--- src/rtl/sram_port_ctrl.sv ---
// Initiator-side controller for the sram_4kb_256x128x8 macro: sequences macro pins
// from a valid/ready request stream and returns read data on a valid/ready response.
module sram_port_ctrl #(
  parameter int ADDR_W         = 12,
  parameter int DATA_W         = 8,
  parameter int READ_LAT       = 1,
  parameter int WR_RECOVERY    = 0,
  parameter int CLEAR_ON_RESET = 1
) (
  input  logic              clk,
  input  logic              resetn,
  input  logic              req_valid,
  output logic              req_ready,
  input  logic              req_we,
  input  logic [ADDR_W-1:0] req_addr,
  input  logic [DATA_W-1:0] req_wdata,
  output logic              rsp_valid,
  input  logic              rsp_ready,
  output logic [DATA_W-1:0] rsp_rdata,
  output logic              init_done,
  output logic              busy,
  output logic              sram_write_en,
  output logic              sram_sense_en,
  output logic [ADDR_W-1:0] sram_addr,
  output logic [DATA_W-1:0] sram_din,
  input  logic [DATA_W-1:0] sram_dout
);

  localparam int CNT_MAX = (READ_LAT > WR_RECOVERY) ? READ_LAT : WR_RECOVERY;
  localparam int CNT_W   = (CNT_MAX < 1) ? 1 : $clog2(CNT_MAX + 1);

  typedef enum logic [2:0] {
    S_CLEAR, S_IDLE, S_WRITE, S_WREC, S_READ, S_RWAIT, S_RESP
  } state_t;

  state_t            state;
  logic [ADDR_W:0]   clr_cnt;
  logic [CNT_W-1:0]  wait_cnt;

  assign req_ready = (state == S_IDLE);
  assign busy      = (state != S_IDLE);

  always_ff @(posedge clk or negedge resetn) begin
    if (!resetn) begin
      state         <= (CLEAR_ON_RESET != 0) ? S_CLEAR : S_IDLE;
      init_done     <= (CLEAR_ON_RESET == 0);
      clr_cnt       <= '0;
      wait_cnt      <= '0;
      sram_write_en <= 1'b0;
      sram_sense_en <= 1'b1;
      sram_addr     <= '0;
      sram_din      <= '0;
      rsp_valid     <= 1'b0;
      rsp_rdata     <= '0;
    end else begin
      case (state)
        // Clear counter carries one extra bit so termination is seen on the MSB, never a wrap.
        S_CLEAR: begin
          if (clr_cnt[ADDR_W]) begin
            sram_write_en <= 1'b0;
            sram_sense_en <= 1'b1;
            init_done     <= 1'b1;
            state         <= S_IDLE;
          end else begin
            sram_write_en <= 1'b1;
            sram_sense_en <= 1'b1;
            sram_addr     <= clr_cnt[ADDR_W-1:0];
            sram_din      <= '0;
            clr_cnt       <= clr_cnt + 1'b1;
          end
        end
        S_IDLE: begin
          if (req_valid) begin
            sram_addr <= req_addr;
            if (req_we) begin
              sram_din      <= req_wdata;
              sram_write_en <= 1'b1;
              state         <= S_WRITE;
            end else begin
              sram_sense_en <= 1'b0;
              state         <= S_READ;
            end
          end
        end
        S_WRITE: begin
          sram_write_en <= 1'b0;
          if (WR_RECOVERY > 0) begin
            wait_cnt <= CNT_W'(WR_RECOVERY);
            state    <= S_WREC;
          end else begin
            state <= S_IDLE;
          end
        end
        S_WREC: begin
          wait_cnt <= wait_cnt - 1'b1;
          if (wait_cnt == CNT_W'(1)) state <= S_IDLE;
        end
        S_READ: begin
          wait_cnt <= CNT_W'(READ_LAT);
          state    <= S_RWAIT;
        end
        // Address and sense_en stay put until the edge that samples the macro output.
        S_RWAIT: begin
          wait_cnt <= wait_cnt - 1'b1;
          if (wait_cnt == CNT_W'(1)) begin
            rsp_rdata     <= sram_dout;
            rsp_valid     <= 1'b1;
            sram_sense_en <= 1'b1;
            state         <= S_RESP;
          end
        end
        S_RESP: begin
          if (rsp_ready) begin
            rsp_valid <= 1'b0;
            state     <= S_IDLE;
          end
        end
        default: state <= S_IDLE;
      endcase
    end
  end

endmodule
--- config.mk ---
export PLATFORM = sky130hd
export DESIGN_NAME = sram_port_ctrl
export DESIGN_NICKNAME = d
export VERILOG_FILES = /design/src/rtl/sram_port_ctrl.sv
export SDC_FILE = /design/constraint.sdc
export NUM_CORES = 1
export LEC_CHECK = 0
export CORE_MARGIN = 2
export CORE_UTILIZATION = 45
export CTS_CLUSTER_DIAMETER = 30
export CTS_CLUSTER_SIZE = 20
export DETAILED_ROUTE_END_ITERATION = 6
export PLACE_DENSITY_LB_ADDON = 0.15
export SYNTH_ARGS = -nofsm -noshare
export SYNTH_HDL_FRONTEND = slang
export SYNTH_SLANG_ARGS = --single-unit
--- constraint.sdc ---
create_clock -name clk -period 1.85 [get_ports clk]
set_input_delay 0.555 -clock clk [delete_from_list [all_inputs] [get_ports clk]]
set_output_delay 0.555 -clock clk [all_outputs]
set_load 0.01 [all_outputs]
=== Word-level counts from Yosys, hierarchy flattened ===
Cells that the tools add are included.

* Output and inout port bits: 34
* Bits in registers: 49

* Equal/unequal tests: 15
* $add $sub $neg: 2
* Reduce and logical (&&, ||, !) cells: 16
* Mux-type cells: 26
* Bitwise gates (word level): 1

{| class="wikitable"
|+ Operators with widths
! operator !! count
|-
| $mux W12 || 2
|-
| $mux W8 || 3
|-
| $pmux W12 S2 || 1
|-
| $mux W3 || 6
|-
| $pmux W3 S6 || 1
|-
| $pmux W8 S2 || 1
|-
| $ne A2 B2 Y1 const B || 7
|-
| $add A13 B1 Y13 const B || 1
|-
| $mux W13 || 1
|-
| $eq A3 B3 Y1 const B || 3
|-
| $reduce_and A3 Y1 || 3
|-
| $reduce_and A4 Y1 || 2
|-
| $mux W1 || 7
|-
| $eq A3 B2 Y1 const B || 2
|-
| $pmux W1 S3 || 2
|-
| $reduce_and A2 Y1 || 3
|-
| $reduce_bool A2 Y1 || 3
|-
| $reduce_bool A3 Y1 || 2
|-
| $reduce_and A5 Y1 || 1
|-
| $pmux W1 S2 || 2
|-
| $eq A3 B1 Y1 const B || 1
|-
| $logic_not A3 Y1 || 1
|-
| $ne A3 B1 Y1 const B || 1
|-
| $ne A2 B1 Y1 const B || 1
|-
| 3 further kinds || 3
|}

=== Depth between registers and ports, before layout ===
* Word-level depth: 3
* Mapped depth: 7
* Gate-level depth less buffers: 5

=== Least setup slack after synthesis ===
OpenSTA, ideal clock, no wires.

* Path type: register -> output
* From: register state[2]
* To: output req_ready
* Data arrival time: 1107 ps
* Buffers on the path: 2
* Setup slack: 188 ps
* Stages on the path, launching flop included: 6
* Required time: 1295 ps
* Cells stage by stage: dfrtp_1 > buf_6 > nor2_2 > nand2_1 > inv_2 > buf_4

* Longest elaborated chain between the ends: 1

{| class="wikitable"
|+ Ends and longest elaborated chain
! item !! line !! source
|-
| from (decl) || 36 || <nowiki>state_t state;</nowiki>
|-
| from (signal assigned) || 45 || <nowiki>state <= (CLEAR_ON_RESET != 0) ? S_CLEAR : S_IDLE;</nowiki>
|-
| $eq A3 B1 Y1 || 40 || <nowiki>assign req_ready = (state == S_IDLE);</nowiki>
|-
| to (decl) || 13 || <nowiki>output logic req_ready,</nowiki>
|}

No other way between the ends.

=== Final worst setup path ===
* From: register state[2]
* To: output busy

* Longest elaborated chain between the ends: 1

{| class="wikitable"
|+ Ends and longest elaborated chain
! item !! line !! source
|-
| $ne A3 B1 Y1 || 41 || <nowiki>assign busy = (state != S_IDLE);</nowiki>
|-
| to (decl) || 21 || <nowiki>output logic busy,</nowiki>
|}

No other way between the ends.

==> run summary <==
outcome: completed
fin area: 0.00303 mm2
worst vdd ir: 0.747 mV
Yosys warning total: 0
Critical R2R Launch: state[1]$_DFFE_PN0P_
Final Wtd Congestion: 0.790
first-pass GRT wire length: 7070 um
clock-pin slew on the worst setup and hold paths: 80 ps
clock sink count: 49
FF+latch count, synth: 49
sequential element share of the synthesized area: 0.562
die area: 0.00543 mm2
crit path time final: 1790 ps
io pins: 67
Tightest Pin Transition: 454 ps
chip width: 73.7 um
Vias/cell: 5.06
P_sw: 1.63 mW
remaining global-route overflow: 0
hpwl dp: 3080 um
dpl cell area: 0.00295 mm2
Initial Utilization: 0.465
Layout Nets: 301
Ant. Diodes: 0
WL final: 4190 um
power per cell area: 1530 mW/mm2
PortBufs: 66
Crit Path Category: reg2out
Final TNS setup: 0 ps
Syn Inst Count: 193
syn_area_per_cell: 11.3 um2
CTS buffer count: 5
Synth cell types: 40
Net Sw Frac: 0.351
final setup fails: 0
worst r2r path cells: 3
Clk Latency, worst-skew pair: 290 ps
TritonCTS clock tree: yes
maxcap violations: 0
Area Overhead vs Synth: 38.9%
Worst Path Max Fanout: 4
cell internal pwr: 3.02 mW
setup repair bufs after CTS: 0
Max Root-Sink Buffers: 2
share of layout cells above drive strength 1: 0.0974
Worst Hold Class: in2async
Vias: 1624
Largest delay share family, worst path: flip-flops
number of global-route vias before repair: 1558
Synth Cell Area: 0.00218 mm2
antenna viol nets, final: 0
Die Y: 73.7 um
Critical Path Sink Type: primary output
final core occ: 0.646
CP Data Arrival Time: 1230 ps
largest net degree at the start of global routing: 31
fmax: 0.560 GHz
syn_nets: 227
Slew HR: 0.695
1st-iter DRT viols: 43
Cell Rows: 25
leakage power: 1.34 nW
Critical path buffers and inverters: 1
DRT Pass-1 Iters: 4
total power: 4.65 mW
total track usage: 0.169
Worst R2R Setup Slack: 200 ps
Critical Path RT: 1290 ps
Worst Skew: 3.66 ps
Worst setup startpoint: state[2]$_DFFE_PN0P_
startpoint types: flip-flop
clk root buf: clkbuf_8
final hold vios: 0
initial antenna violation count: 0
Remaining DRCs: 0
worst stage delay on the critical path: 390 ps
worst-path cell chain: nor2_2, nand2_2, dlygate4sd2_1
cts hold-fix bufs: 0
RSZ-0062 raised after global routing: false
share of power burned in the clock network: 0.132
Logic pwr share: 0.489
Final period util: 0.966
Final Max Tran Viols: 0
power share of the sequential group: 0.379
Slowest-stage cell, CP: dfrtp_1
CORE AREA: 0.00469 mm2
r2r endpoint: rsp_rdata[6]$_DFFE_PN0P_
H-tree depth: 2
wire per inst: 13.0 um
-- cells in the mapped netlist --
cell type	number	area share
buf_4	1	0.0034
and2_0	1	0.0029
inv_2	1	0.0017
o211ai_1	1	0.0034
nand2_1	25	0.043
nor4_4	1	0.0097
xor2_1	4	0.016
a41o_1	1	0.0046
clkbuf_1	3	0.0052
nor3_2	1	0.0046
dfrtp_1	48	0.55
nor2_2	1	0.0029
nor3_1	2	0.0046
nand4b_1	1	0.0040
o21ai_0	2	0.0046
and2_4	1	0.0040
nor2_1	9	0.015
o21a_1	1	0.0034
buf_6	1	0.0052
a31oi_1	1	0.0029
o22ai_1	1	0.0029
a21o_1	1	0.0034
nand4_1	3	0.0086
buf_2	5	0.011
nand3_1	2	0.0046
dfstp_2	1	0.012
and4_1	1	0.0040
a22o_1	9	0.036
mux2i_1	14	0.064
o21ai_1	18	0.041
and3_1	2	0.0057
nand2_2	1	0.0029
nand3b_1	1	0.0034
a21oi_1	5	0.011
xnor2_1	8	0.032
mux2_1	9	0.046
ha_1	1	0.0057
inv_1	2	0.0034
nor2b_1	2	0.0057
and2_1	1	0.0029
-- layer usage --
metal  part of all wire  GRT usage
met2               0.43      0.258
met1               0.50      0.238
met5                  0          0
met3              0.067     0.0576
met4             0.0041     0.0303
-- final cells by class --
cell class / count / area (um2)
inverters: 3 / 11.3
clock buffers: 7 / 86.3
multi-input cells: 131 / 892
well taps: 54 / 67.6
fillers: 402 / 1660
repair buffers: 77 / 748
flip-flops and latches: 49 / 1230
-- flip-flops by register name, indices dropped and copies added, names as in the netlist --
signal / flops
clr_cnt: 13
sram_addr: 12
state: 3
sram_din: 8
sram_sense_en: 1
sram_write_en: 1
wait_cnt: 1
rsp_valid: 1
rsp_rdata: 8
init_done: 1
-- stage by stage --
stage	instances	hold slack (ps)	setup slack [ps]
after detailed placement	314	346	16.1
after global placement	314	348	56.9
after floorplan	193	259	188
final	321	39.0	63.1
after CTS	321	31.6	31.0
after global routing	321	24.8	6.71
-- power groups by stage --
stage	combinational [mW]	clock, mW	sequential, mW
finish	2.27	0.613	1.76
global route	2.50	0.678	1.83
CTS	2.30	0.641	1.77
detailed placement	2.32	0	1.78
global placement	2.28	0	1.78
floorplan	1.16	0	1.87
-- layout by cell type, fill, tap and decap left out, drive strengths merged, types with 3 or more instances in the layout --
| master | n |
|---|---|
| clkdlybuf4s50 | 62 |
| dfrtp | 48 |
| nand2 | 26 |
| o21ai | 20 |
| mux2i | 14 |
| buf | 12 |
| nor2 | 10 |
| mux2 | 9 |
| a22o | 9 |
| xnor2 | 8 |
| clkbuf | 7 |
| a21oi | 5 |
| xor2 | 4 |
| nand4 | 3 |
| inv | 3 |
| nor3 | 3 |
| and2 | 3 |
-- worst max-delay path by stage --
stage | slack, ps | endpoint | depth (start not counted)
floorplan | 190 | req_ready | 5
global placement | 60 | req_ready | 4
detailed placement | 20 | sram_din[7]$_DFFE_PN0P_ | 4
CTS | 30 | req_ready | 4
global route | 7 | req_ready | 4
finish | 60 | busy | 3
-- repair_timing --
item	4_1_cts	5_1_grt
endpoints found under the setup margin	3	1
gates resized for setup	4	1
hold endpoints to repair	0	0
-- cells by family (layout without fill, tap and decap cells) --
logic type / after synthesis / count (layout) / share of synthesized area
simple gates: 55 / 55 / 0.129
flops: 49 / 49 / 0.562
compound gates: 40 / 40 / 0.114
mux: 23 / 23 / 0.111
buf+inv: 13 / 87 / 0.0304
xor+xnor: 12 / 12 / 0.0481
fa+ha+maj: 1 / 1 / 0.00573
-- worst reg2reg max path, delay by kind of cell, from the launching register on --
family / cells / cell delay [ps]
buf+inv: 1 / 200
flops: 1 / 390
mux: 1 / 470
simple gates: 1 / 470
(Power assumes the default switching activity.)
